`src/rtl/uart_arb_pkg.sv`:
```
// uart_arb_pkg: shared state encoding and constants for the uart_tx arbiter.
package uart_arb_pkg;
  typedef enum logic [1:0] {IDLE, WAIT_BUSY, WAIT_DONE} state_t;
  localparam int CNT_W = 5;
  localparam int BUSY_TIMEOUT_DEF = 15;
endpackage

```
`src/rtl/uart_tx_arbiter_if.sv`:
```
// uart_tx_arbiter_if: requester handshake bus plus the uart_tx side of the arbiter.
interface uart_tx_arbiter_if #(parameter int N_REQ = 4);
  logic [N_REQ-1:0] req_valid;
  logic [N_REQ-1:0] req_last;
  logic [N_REQ-1:0] req_ready;
  logic [8*N_REQ-1:0] req_data;
  logic [7:0] uart_data;
  logic uart_start;
  logic uart_busy;
  modport master (output req_valid, req_data, req_last, uart_busy, input req_ready, uart_data, uart_start);
  modport slave (input req_valid, req_data, req_last, uart_busy, output req_ready, uart_data, uart_start);
endinterface

```
`src/rtl/uart_rr_pick.sv`:
```
// uart_rr_pick: round-robin pick starting at ptr; while locked only lock_idx is eligible.
module uart_rr_pick #(
  parameter int N_REQ = 4,
  parameter int IDX_W = $clog2(N_REQ)
) (
  input  logic [N_REQ-1:0] req,
  input  logic [IDX_W-1:0] ptr,
  input  logic             lock_en,
  input  logic [IDX_W-1:0] lock_idx,
  output logic             any,
  output logic [IDX_W-1:0] idx
);
  always_comb begin
    any = 1'b0;
    idx = '0;
    if (lock_en) begin
      any = req[lock_idx];
      idx = lock_idx;
    end else
      for (int i = N_REQ - 1; i >= 0; i--)
        if (req[(int'(ptr) + i) % N_REQ]) begin
          any = 1'b1;
          idx = IDX_W'((int'(ptr) + i) % N_REQ);
        end
  end
endmodule

```
`src/rtl/uart_tx_arbiter.sv`:
```
// uart_tx_arbiter: round-robin share of one uart_tx among N_REQ byte producers.
// Define UART_ARB_FRAME_LOCK_EN to keep a multi-byte frame from one requester contiguous.
module uart_tx_arbiter
  import uart_arb_pkg::*;
#(
  parameter int N_REQ = 4,
  parameter int IDX_W = $clog2(N_REQ),
  parameter int BUSY_TIMEOUT = BUSY_TIMEOUT_DEF
) (
  input  logic                clk,
  input  logic                reset,
  uart_tx_arbiter_if.slave    bus,
  output logic [IDX_W-1:0]    grant_idx,
  output logic                grant_active,
  output logic                timeout_err
);
  state_t state, state_n;
  logic [IDX_W-1:0] ptr, ptr_n, gidx_n, pick, nxt;
  logic [CNT_W-1:0] cnt, cnt_n;
  logic [7:0] data_q, data_n;
  logic [N_REQ-1:0] ready_q, ready_n;
  logic start_q, start_n, terr_n, lock, lock_n, lock_start, any;

  uart_rr_pick #(.N_REQ(N_REQ), .IDX_W(IDX_W)) u_pick (
    .req(bus.req_valid), .ptr(ptr), .lock_en(lock), .lock_idx(grant_idx), .any(any), .idx(pick)
  );

`ifdef UART_ARB_FRAME_LOCK_EN
  assign lock_start = ~bus.req_last[pick];
`else
  assign lock_start = 1'b0;
`endif

  assign nxt = (grant_idx == IDX_W'(N_REQ - 1)) ? '0 : grant_idx + 1'b1;
  assign grant_active = state != IDLE;
  assign bus.uart_data = data_q;
  assign bus.uart_start = start_q;
  assign bus.req_ready = ready_q;

  always_comb begin
    state_n = state;
    ptr_n = ptr;
    cnt_n = cnt;
    data_n = data_q;
    gidx_n = grant_idx;
    lock_n = lock;
    start_n = 1'b0;
    ready_n = '0;
    terr_n = 1'b0;
    case (state)
      IDLE: if (any) begin
        state_n = WAIT_BUSY;
        data_n = bus.req_data[8*pick +: 8];
        gidx_n = pick;
        start_n = 1'b1;
        ready_n[pick] = 1'b1;
        cnt_n = '0;
        lock_n = lock_start;
      end
      WAIT_BUSY: if (bus.uart_busy) state_n = WAIT_DONE;
      else if (cnt > CNT_W'(BUSY_TIMEOUT)) begin
        // byte was already acknowledged, so a timeout drops it and moves on
        state_n = IDLE;
        terr_n = 1'b1;
        lock_n = 1'b0;
        ptr_n = nxt;
      end else cnt_n = (cnt == '1) ? cnt : cnt + 1'b1;
      WAIT_DONE: if (!bus.uart_busy) begin
        state_n = IDLE;
        ptr_n = lock ? ptr : nxt;
      end
      default: state_n = IDLE;
    endcase
  end

  always_ff @(posedge clk or negedge reset)
    if (!reset) begin
      state <= IDLE;
      ptr <= '0;
      cnt <= '0;
      data_q <= '0;
      grant_idx <= '0;
      lock <= 1'b0;
      start_q <= 1'b0;
      ready_q <= '0;
      timeout_err <= 1'b0;
    end else begin
      state <= state_n;
      ptr <= ptr_n;
      cnt <= cnt_n;
      data_q <= data_n;
      grant_idx <= gidx_n;
      lock <= lock_n;
      start_q <= start_n;
      ready_q <= ready_n;
      timeout_err <= terr_n;
    end
endmodule

```
`src/flat_wrapper.sv`:
```
// flat-port wrapper written by rule: the top's interface ports become plain ports
module uart_tx_arbiter_flat import uart_arb_pkg::*;
#(
  parameter int N_REQ = 4,
  parameter int IDX_W = $clog2(N_REQ),
  parameter int BUSY_TIMEOUT = BUSY_TIMEOUT_DEF
)
  (clk, reset, grant_idx, grant_active, timeout_err, bus_req_valid, bus_req_data, bus_req_last, bus_uart_busy, bus_req_ready, bus_uart_data, bus_uart_start);
  uart_tx_arbiter_if #(.N_REQ(N_REQ)) bus_i ();
  input  logic clk;
  input  logic reset;
  output logic [IDX_W-1:0] grant_idx;
  output logic grant_active;
  output logic timeout_err;
  input wire logic [$bits(bus_i.req_valid)-1:0] bus_req_valid;
  input wire logic [$bits(bus_i.req_data)-1:0] bus_req_data;
  input wire logic [$bits(bus_i.req_last)-1:0] bus_req_last;
  input wire logic [$bits(bus_i.uart_busy)-1:0] bus_uart_busy;
  output wire logic [$bits(bus_i.req_ready)-1:0] bus_req_ready;
  output wire logic [$bits(bus_i.uart_data)-1:0] bus_uart_data;
  output wire logic [$bits(bus_i.uart_start)-1:0] bus_uart_start;
  assign bus_i.req_valid = bus_req_valid;
  assign bus_i.req_data = bus_req_data;
  assign bus_i.req_last = bus_req_last;
  assign bus_i.uart_busy = bus_uart_busy;
  assign bus_req_ready = bus_i.req_ready;
  assign bus_uart_data = bus_i.uart_data;
  assign bus_uart_start = bus_i.uart_start;
  uart_tx_arbiter #(.N_REQ(N_REQ), .IDX_W(IDX_W), .BUSY_TIMEOUT(BUSY_TIMEOUT)) u_core (.clk(clk), .reset(reset), .bus(bus_i), .grant_idx(grant_idx), .grant_active(grant_active), .timeout_err(timeout_err));
endmodule
```
`config.mk`:
```
export PLATFORM = sky130hd
export DESIGN_NAME = uart_tx_arbiter_flat
export DESIGN_NICKNAME = d
export VERILOG_FILES = /design/src/rtl/uart_arb_pkg.sv /design/src/rtl/uart_tx_arbiter_if.sv /design/src/rtl/uart_rr_pick.sv /design/src/rtl/uart_tx_arbiter.sv /design/src/flat_wrapper.sv
export SDC_FILE = /design/constraint.sdc
export NUM_CORES = 1
export LEC_CHECK = 0
export ABC_AREA = 1
export CAP_MARGIN = 20
export CORE_ASPECT_RATIO = 1.2
export CORE_MARGIN = 8
export CORE_UTILIZATION = 41
export CTS_CLUSTER_DIAMETER = 100
export DETAILED_ROUTE_END_ITERATION = 16
export PLACE_DENSITY = 0.77
export SYNTH_ARGS = -nofsm -noshare
export SYNTH_HDL_FRONTEND = slang
export SYNTH_SLANG_ARGS = --single-unit
```
`constraint.sdc`:
```
create_clock -name clk -period 1.6 [get_ports clk]
set_input_delay 0.24 -clock clk [delete_from_list [all_inputs] [get_ports clk]]
set_output_delay 0.24 -clock clk [all_outputs]
set_load 0.1 [all_outputs]
```
* Word level (Yosys, flattened, before mapping)
Cells that the tools add are included.
** Operators by class
- Reduce and logical (&&, ||, !) cells :: 13
- Add/subtract/negate cells :: 5
- Shift operators :: 1
- Bitwise logic cells :: 3
- Mux-type cells :: 52
- Eq/ne operators :: 12
- Magnitude comparators :: 8
** Operators with widths (number)
- 32-bit by 6-bit indexed part select with 8-bit output :: 1
- 2-bit 2-to-1 mux :: 14
- 1-bit 2-to-1 mux :: 22
- 5-bit 2-to-1 mux :: 4
- 3-bit by 4-bit < comparator with 1-bit output (second input constant) :: 3
- 1-bit binary-select mux with 2-bit select :: 5
- 2-bit inequality test (second input constant) :: 5
- 5-bit case mux with 2 select lines :: 1
- 5-bit AND reduction :: 2
- 2-bit by 3-bit < comparator with 1-bit output (second input constant) :: 3
- 4-bit 2-to-1 mux :: 2
- 2-bit case mux with 3 select lines :: 1
- 2-bit nonzero test :: 3
- 2-bit OR reduction :: 3
- 5-bit by 1-bit adder with 5-bit output (second input constant) :: 1
- 5-bit == test (second input constant) :: 1
- 5-bit by 4-bit > comparator with 1-bit output (second input constant) :: 1
- 2-bit by 1-bit adder with 2-bit output (second input constant) :: 2
- 2-bit adder (second input constant) :: 2
- 2-bit == test (second input constant) :: 2
- 2-bit by 1-bit inequality test with 1-bit output (second input constant) :: 2
- 2-bit case mux with 2 select lines :: 1
- 4-bit AND reduction :: 1
- 1-bit bitwise AND (first input constant) :: 3
- other kinds (9) :: 9
** Word-level totals
- Output and inout port bits :: 17
- Bits of input ports :: 43
- Register bits after elaboration :: 26

* Logic depth before layout (Yosys ltp)
- Depth after elaboration :: 17
- Gate-level depth with buffers :: 16
- Gate-level depth less buffers :: 14

* By module
From an unflattened synthesis, not the netlist that was laid out.
** Second synthesis, totals
- Cell total of the unflattened synthesis :: 233
- Area total of the unflattened synthesis :: 1696.6 um^2
** Modules (own cells, without submodules)
- uart_tx_arbiter :: area an instance 1417.6 um^2, sequential area each 625.6 um^2, cells an instance 171, instances 1
- uart_rr_pick :: area an instance 279.0 um^2, sequential area each 0.0 um^2, cells an instance 62, instances 1

* Worst setup path after synthesis
No wires, ideal clock.
- Kind :: register to register
- From :: register u_core.cnt[0]
- To :: register u_core.cnt[0]
- Slack :: -0.056 ns
- Clock period less this slack :: 1.656 ns
- Buffers on the path :: 0
- Arrival :: 1.533 ns
- Required time :: 1.477 ns
- Cell stages (with the launch flop) :: 13
- Cells stage by stage :: dfrtp_1 > ha_1 > nand2_1 > nor2_1 > ha_1 > o21bai_1 > inv_1 > nor2_1 > nor2_1 > a21oi_4 > inv_1 > nand2_1 > o21ai_1
** Between the ends
- Cells in the longest elaborated chain, start to end :: 5
- Elaborated cells on any way between the ends :: 10
- Classes of those cells :: 1 x add/sub; 1 x order compare; 3 x eq/ne; 4 x mux; 1 x reduce/logical
** RTL lines
- from (decl) :: line uart_tx_arbiter.sv:19 : logic [CNT_W-1:0] cnt, cnt_n;
- from (signal assigned) :: line uart_tx_arbiter.sv:90 : cnt <= cnt_n;
- 5-bit by 1-bit adder with 5-bit output :: line uart_tx_arbiter.sv:67 : end else cnt_n = (cnt == '1) ? cnt : cnt + 1'b1;
- 5-bit 2-to-1 mux :: line uart_tx_arbiter.sv:67
- 5-bit 2-to-1 mux :: line uart_tx_arbiter.sv:61 : else if (cnt > CNT_W'(BUSY_TIMEOUT)) begin
- 5-bit 2-to-1 mux :: line uart_tx_arbiter.sv:60 : WAIT_BUSY: if (bus.uart_busy) state_n = WAIT_DONE;
- 5-bit case mux with 2 select lines :: line uart_tx_arbiter.sv:50 : case (state)
Several ways; a longest one is shown, not always the timed one. The select of a mux whose other input is x is not followed.
A chain may end at the register's enable or synchronous reset.

* Worst setup path in the final report
- From :: register u_core.ptr[0]
- To :: register u_core.data_q[5] (netlist: u_core.bus.uart_data[5])
** Between the ends
- Cells in the longest elaborated chain, start to end :: 10
- Elaborated cells on any way between the ends :: 26
- Classes of those cells :: 3 x add/sub; 1 x shift; 21 x mux; 1 x reduce/logical
** RTL lines
- from (decl) :: line uart_tx_arbiter.sv:18 : logic [IDX_W-1:0] ptr, ptr_n, gidx_n, pick, nxt;
- from (signal assigned) :: line uart_tx_arbiter.sv:89 : ptr <= ptr_n;
- 2-bit adder :: line uart_rr_pick.sv:21, uart_rr_pick.sv:23
- 1-bit binary-select mux with 2-bit select :: line uart_rr_pick.sv:21 : if (req[(int'(ptr) + i) % N_REQ]) begin
- 1-bit 2-to-1 mux (implied by the code) (2 in a row) :: line uart_rr_pick.sv:21
- 2-bit 2-to-1 mux or 1-bit 2-to-1 mux (tied branches) (4 in a row) :: line uart_rr_pick.sv:21
- 2-bit 2-to-1 mux or 1-bit 2-to-1 mux (tied branches) :: line uart_rr_pick.sv:16 : if (lock_en) begin
- 32-bit by 6-bit indexed part select with 8-bit output or 2-bit AND reduction (tied branches)
- to (signal assigned) :: line uart_tx_arbiter.sv:91 : data_q <= data_n;
- to (decl) :: line uart_tx_arbiter.sv:20 : logic [7:0] data_q, data_n;
Several ways; a longest one is shown, not always the timed one. The select of a mux whose other input is x is not followed.

==> key figures <==
Worst setup path
  – Critical Path Source Type: flop
  – Crit path buffers/inverters: 3
  – Most used cell, CP: nand3_1
  – CP top delay family: simple AND/OR/NAND/NOR gates
  – Arr. time, crit path: 2000 ps
  – Crit Path Max Fanout: 11
  – Critical path required time: 1760 ps
  – Slowest stage delay, CP: 480 ps
  – Endpoint class of the critical path: flop
  – Setup CP Type: flop to flop
  – Cells along the critical path: clkinv_4, nand2_2, and2_4, nor2_2, inv_2, nand3_4, buf_12, nand2_8, or2_1, nand3_1, nand3_1
  – CP max-delay cell: dfrtp_2

Yosys
  – Synth Area per Inst: 6.91 um2
  – Synth warn: 0
  – Top cells by area, synth: dfrtp_1 (37%), nand2_1 (16%), inv_1 (9.7%)
  – Leading area contributor after synthesis: dfrtp_1
  – Sequential share of the synthesized area: 36.8%
  – Mapped Cells: 246
  – Flops & latches, synth: 25
  – Netlist cell types: 30
  – Post-synthesis cell area: 0.00170 mm2
  – Yosys top cell area share: 36.8%
  – Post-Syn Nets: 293

Timing
  – Slew margin rel.: 78.9%
  – RSZ-0062 raised after global routing: yes
  – Maximum clock frequency: 0.542 GHz
  – Final WS setup: -246 ps
  – Hold Fails Final Rpt: 0
  – Final setup TNS: -3100 ps
  – Endpoints failing setup: 21
  – Slew Limit Fails: 0
  – Worst-Margin Slew: 317 ps
  – Final period util: 115%
  – Minimum clock period: 1850 ps
  – Clock Skews: 2.71 ps

Final layout
  – Commonest non-fill, non-tap cell in the layout: nand2_1
  – Multi-input logic area: 0.00104 mm2
  – Final Util: 75.5%
  – Reg area: 628 um2
  – Area delta synth->final: 76.3%
  – Commonest cells after routing, fill and taps aside: nand2_1 (63), inv_1 (41), clkdlybuf4s50_1 (38), nand3_1 (31), dfrtp_1 (23)
  – Fin nets: 378
  – Share of layout cells above drive strength 1: 33.0%
  – # diodes: 0
  – Filler Cells Inserted: 285
  – Finished Layout Cells: 384

Floorplanning
  – Top Ports: 60
  – Row count: 25
  – Die W: 74.8 um
  – Die H: 86.5 um
  – Die area: 0.00647 mm2
  – Initial core utilization: 42.8%
  – Core Area: 0.00397 mm2

Routing
  – Drt pass-1 iters: 4
  – Iteration-0 DRC Markers: 111
  – WL final: 5.28 mm
  – Avg WL per Cell: 13.7 um
  – Remaining DRCs: 0
  – Vias after detailed routing: 1,851
  – Via density: 4.82
  – Final ANT Viol Nets: 0

Clock network
  – Num CTS Buffers: 3
  – Clock root cell: clkbuf_8
  – Clock transition at path regs: 90 ps
  – Cts hold-fix bufs: 0
  – H-tree depth: 1
  – CTS tree: yes
  – Skew-Pair Late Insertion Delay: 270 ps
  – Clk sink count: 25
  – Max clock buf depth: 2

Placed design
  – Port buffer count: 55
  – Placed insts: 367
  – Dpl hpwl: 3.48 mm
  – Final RePlAce weighted congestion: 0.806

Global routing
  – Antenna violations before repair: 0
  – Vias in the first global route: 1,856
  – Largest net degree at the start of global routing: 26
  – Grt total ovfl: 0
  – First-pass GRT wire length: 8.13 mm
  – GRT Total Usage: 15.9%

Job
  – Max Cap Viol: 0

Hold path
  – Worst hold path type: primary input to async pin

Run status
  – Failing checks: negative setup slack
  – Status: finished with violations
per-stage QoR:
step / area [um2] / hold slack [ps] / worst slack, ps
2_1_floorplan: 1720 / -55.6 / -28.4
3_3_place_gp: 2610 / 525 / -343
3_5_place_dp: 2610 / 542 / -399
4_1_cts: 2820 / 336 / -120
5_1_grt: 3000 / 346 / -354
6_report: 3000 / 321 / -246
timing repair:
item,4_1_cts,5_1_grt
buffers inserted,5,7
endpoints found under the setup margin,23,23
pin swaps,10,11
gates resized for setup,31,23
gates cloned,1,1
path summary, 6_finish.rpt:
kind / depth (start not counted) / slack (ps) / from / endpoint
max: 11 / -250 / u_core.ptr[0] / u_core.bus.uart_data[5]
min in group clk: 2 / 570 / u_core.bus.uart_data[0] / u_core.bus.uart_data[0]
max reg2reg: 11 / -250 / u_core.ptr[0] / u_core.bus.uart_data[5]
min reg2reg: 2 / 570 / u_core.bus.uart_data[0] / u_core.bus.uart_data[0]
min: 2 / 320 / reset / u_core.cnt[2]
max in group asynchronous: 2 / 1020 / reset / u_core.ptr[1]
layer usage:
layer	GRT usage (%)	vias to the layer above	share of wire, %	wire (um)
li1	-	920	-	-
met1	17.1	852	38	2020
met2	29.5	70	54	2880
met3	3.00	9	5.3	281
met4	5.00	0	2.0	105
met5	0	-	0	0
cell usage after synthesis (all sizes together):
library cell  number
buf                6
a21boi             2
o21bai             1
or2                3
and2               1
clkinv             1
nand2             88
nor2              17
o21ai              5
a21oi              2
nand4              1
dfrtp             25
nand3b             3
o22ai              3
inv               47
ha                 4
nor3               2
nand3             34
a22oi              1
logic make-up after synthesis:
| logic type | count (synthesis) | share of synthesized area, % |
|---|---|---|
| simple gates | 149 | 40.6 |
| flops | 25 | 36.8 |
| buf+inv | 54 | 13.8 |
| fa+ha+maj | 4 | 2.94 |
| compound gates | 14 | 5.81 |
worst reg2reg max path: stages (launching register included):
cell and delay, ps:
dfrtp_2 480, clkinv_4 110, nand2_2 70, and2_4 140, nor2_2 140, inv_2 90
nand3_4 130, buf_12 120, nand2_8 70, or2_1 220, nand3_1 80, nand3_1 70
final cells by class:
cell class / instances / area share, %
clock buffers: 4 / 1.50
inverters: 48 / 6.34
multi-input cells: 168 / 34.7
flip-flops and latches: 25 / 21.0
well taps: 54 / 2.25
repair buffers: 85 / 34.3
flip-flops by register name, summed over array words and instances, names as in the netlist:
signal and flops:
u_core.bus.uart_data 8, u_core.bus.uart_start 1, u_core.state 2, u_core.bus.req_ready 4
u_core.ptr 2, u_core.timeout_err 1, u_core.cnt 5, u_core.grant_idx 2
Power is not shown: default switching activity piles up to over one toggle a cycle in this logic, so the estimate is an artifact.
==> patch, RTL diff (same settings) <==
Add a define of `UART_ARB_FRAME_LOCK_EN`.
--- a/src/rtl/uart_tx_arbiter.sv
+++ b/src/rtl/uart_tx_arbiter.sv
@@ -1,5 +1,7 @@
 // uart_tx_arbiter: round-robin share of one uart_tx among N_REQ byte producers.
 // Define UART_ARB_FRAME_LOCK_EN to keep a multi-byte frame from one requester contiguous.
+`define UART_ARB_FRAME_LOCK_EN
+
 module uart_tx_arbiter
   import uart_arb_pkg::*;
 #(
Check against the original RTL: same outputs for any inputs over 4 cycles, from zero or initial values and one cycle with reset low; that may be too few to reach the edited logic, so the function may still have changed.
==> patch against the unedited design <==
  * The run still ends with setup timing left
  * Design area grew 6.2%
  * Synthesized cell count is 6.9% higher
  * Synthesized area grew 4.6%
  * Sequential cell count rose by 1
  * Die area increased by 3.7%
  * Setup slack worse by 0.12 ns
  * Utilization down 0.20 points
  * Routed wire length increased by 19%
  * Largest cell class unchanged
  * Highest routed layer unchanged
Power is not shown: default switching activity piles up to over one toggle a cycle in this logic, so the estimate is an artifact.
==> patch: results (changes against the unedited design) <==
----------------------------------------------------
[Run status]
  Result of the run ... finished with violations
  Violations in the final reports ... setup timing

[STA]
  Slew @ Worst Pin ... 0.443 ns (+0.126 ns)
  Final setup violating endpoints ... 23 (+9.5%)
  Minimum setup slack in the final design ... -0.366 ns (-0.120 ns)
  Worst Skew ... 0.00970 ns (+0.00699 ns)
  Summed negative setup slack over all endpoints ... -6.23 ns (-3.13 ns)
  Post-Route Hold Slack ... 0.327 ns (+0.00566 ns)

[Routing]
  First drt pass iteration count ... 4 (unchanged)
  Initial detailed-routing violation count ... 202 (+82%)
  Post-DR vias/cell ... 5.14 (+6.7%)
  Routed WL per cell ... 15.1 um (+9.7%)

[CTS]
  Clk_lat worst skew ... 0.28 ns
  Clock slew at the register clock pins of the worst setup and hold paths ... 0.10 ns
  Number of buffers created by CTS ... 3 (unchanged)
  H-tree Lvls ... 1 (unchanged)
  Clock tree root driver cell ... clkbuf_8
  Clock Tree Buf Depth ... 2 (unchanged)

[Synth]
  Largest cells by area after synthesis ... dfrtp_1 37%, nand2_1 17%, nand3_1 11%, inv_1 9.5%, nor2_1 3.4%
  Yosys warning count ... 0 (unchanged)
  Unique masters post-synth ... 30 (unchanged)
  Seq/Total Area, Yosys ... 0.366 (-0.00224)
  Post-synthesis net count ... 310 (+5.8%)
  Top post-synthesis cells by count ... 79 x nand2_1, 45 x inv_1, 40 x nand3_1

[GRT]
  Maximum number of pins on one net before global-route repair ... 27 (+3.8%)
  Global-route wire length before repair ... 9540 um (+17%)
  Initial antenna violation count ... 0 (unchanged)
  Global Route Usage Sum ... 0.171 (+0.0122)
  Via count of the first global-routing pass ... 2070 (+12%)

[Worst setup path]
  Largest fanout of any net on the critical path ... 8 (-3)
  Slowest CP cell ... clkdlybuf4s50_1
  Critical Path End ... u_core.grant_idx[0]
  Reg-to-reg setup timing slack ... -0.34 ns (-0.09 ns)
  Worst-case reg-to-reg path depth ... 12 (+1)
  Arrival time worst endpoint ... 2.15 ns (+0.15 ns)
  Worst stage delay on the critical path ... 0.51 ns (+0.03 ns)
  Start point of the critical path ... bus_req_valid[3]

[Place]
  Final weighted congestion of routability-driven global placement ... 0.901 (+12%)
  PortBufs ... 59 (+7.3%)
  HPWL reported at the end of detailed placement ... 3970 um (+14%)
  Setup Slack @ Placement ... -0.470 ns (-0.0704 ns)

[Job]
  Max_cap viols ... 0 (unchanged)

[Finish]
  Number of flip-flops under the largest register name ... 8 (unchanged)
  Share of final-layout standard cells stronger than drive strength 1 ... 0.331 (about the same)
  Count of antenna diodes in the layout ... 0 (unchanged)
  Total Nets Final ... 408 (+7.9%)

[Worst hold path]
  Class of the tightest hold or removal check ... input port to asynchronous set/reset pin

----------------------------------------------------
patch: kinds of logic after synthesis:
group / Yosys count / share of synthesized area
fa+ha+maj: 4 / 0.0281
flops: 26 / 0.366
compound gates: 21 / 0.0753
buf+inv: 57 / 0.137
simple gates: 155 / 0.394
patch: area by class of cell:
type                    count  area, um^2
repair buffers             98        1090
multi-input cells         182        1110
flip-flops and latches     26         659
inverters                  50         198
well taps                  56        70.1
clock buffers               4        55.1
fillers                   302        1050
patch: per-layer routing:
| metal | GRT usage | vias up | part of all wire |
|---|---|---|---|
| met4 | 0.0963 | 0 | 0.030 |
| met3 | 0.0400 | 20 | 0.068 |
| met1 | 0.179 | 989 | 0.37 |
| met2 | 0.310 | 107 | 0.53 |
| met5 | 0 | - | 0 |
| li1 | - | 1024 | - |
patch: worst max-delay path, delay by kind of cell:
| kind | cells | cell delay, ns |
|---|---|---|
| buffers and inverters | 5 | 0.97 |
| AO/OA/AOI/OAI | 1 | 0.13 |
| AND/OR/NAND/NOR | 6 | 0.80 |
patch: stage by stage:
step | cells | area [um^2] | utilization
floorplan | 263 | 1790 | -
global placement | 395 | 2760 | 0.652
detailed placement | 395 | 2760 | 0.652
CTS | 411 | 3010 | 0.712
global route | 416 | 3180 | 0.753
finish | 416 | 3180 | 0.753
patch: worst min-delay path by stage:
stage                                    to  depth (start not counted)
global placement    u_core.bus.uart_data[6]                          2
CTS                           u_core.cnt[2]                          2
finish                        u_core.cnt[2]                          2
global route                  u_core.cnt[2]                          2
detailed placement  u_core.bus.uart_data[6]                          2
floorplan           u_core.bus.req_ready[0]                          0
patch: what timing repair did:
| action | 4_1_cts | 5_1_grt |
|---|---|---|
| endpoints found under the setup margin | 23 | 24 |
| buffers inserted | 11 | 3 |
| gates cloned | 1 | 2 |
| resized for setup | 37 | 29 |
| pin swaps | 10 | 5 |
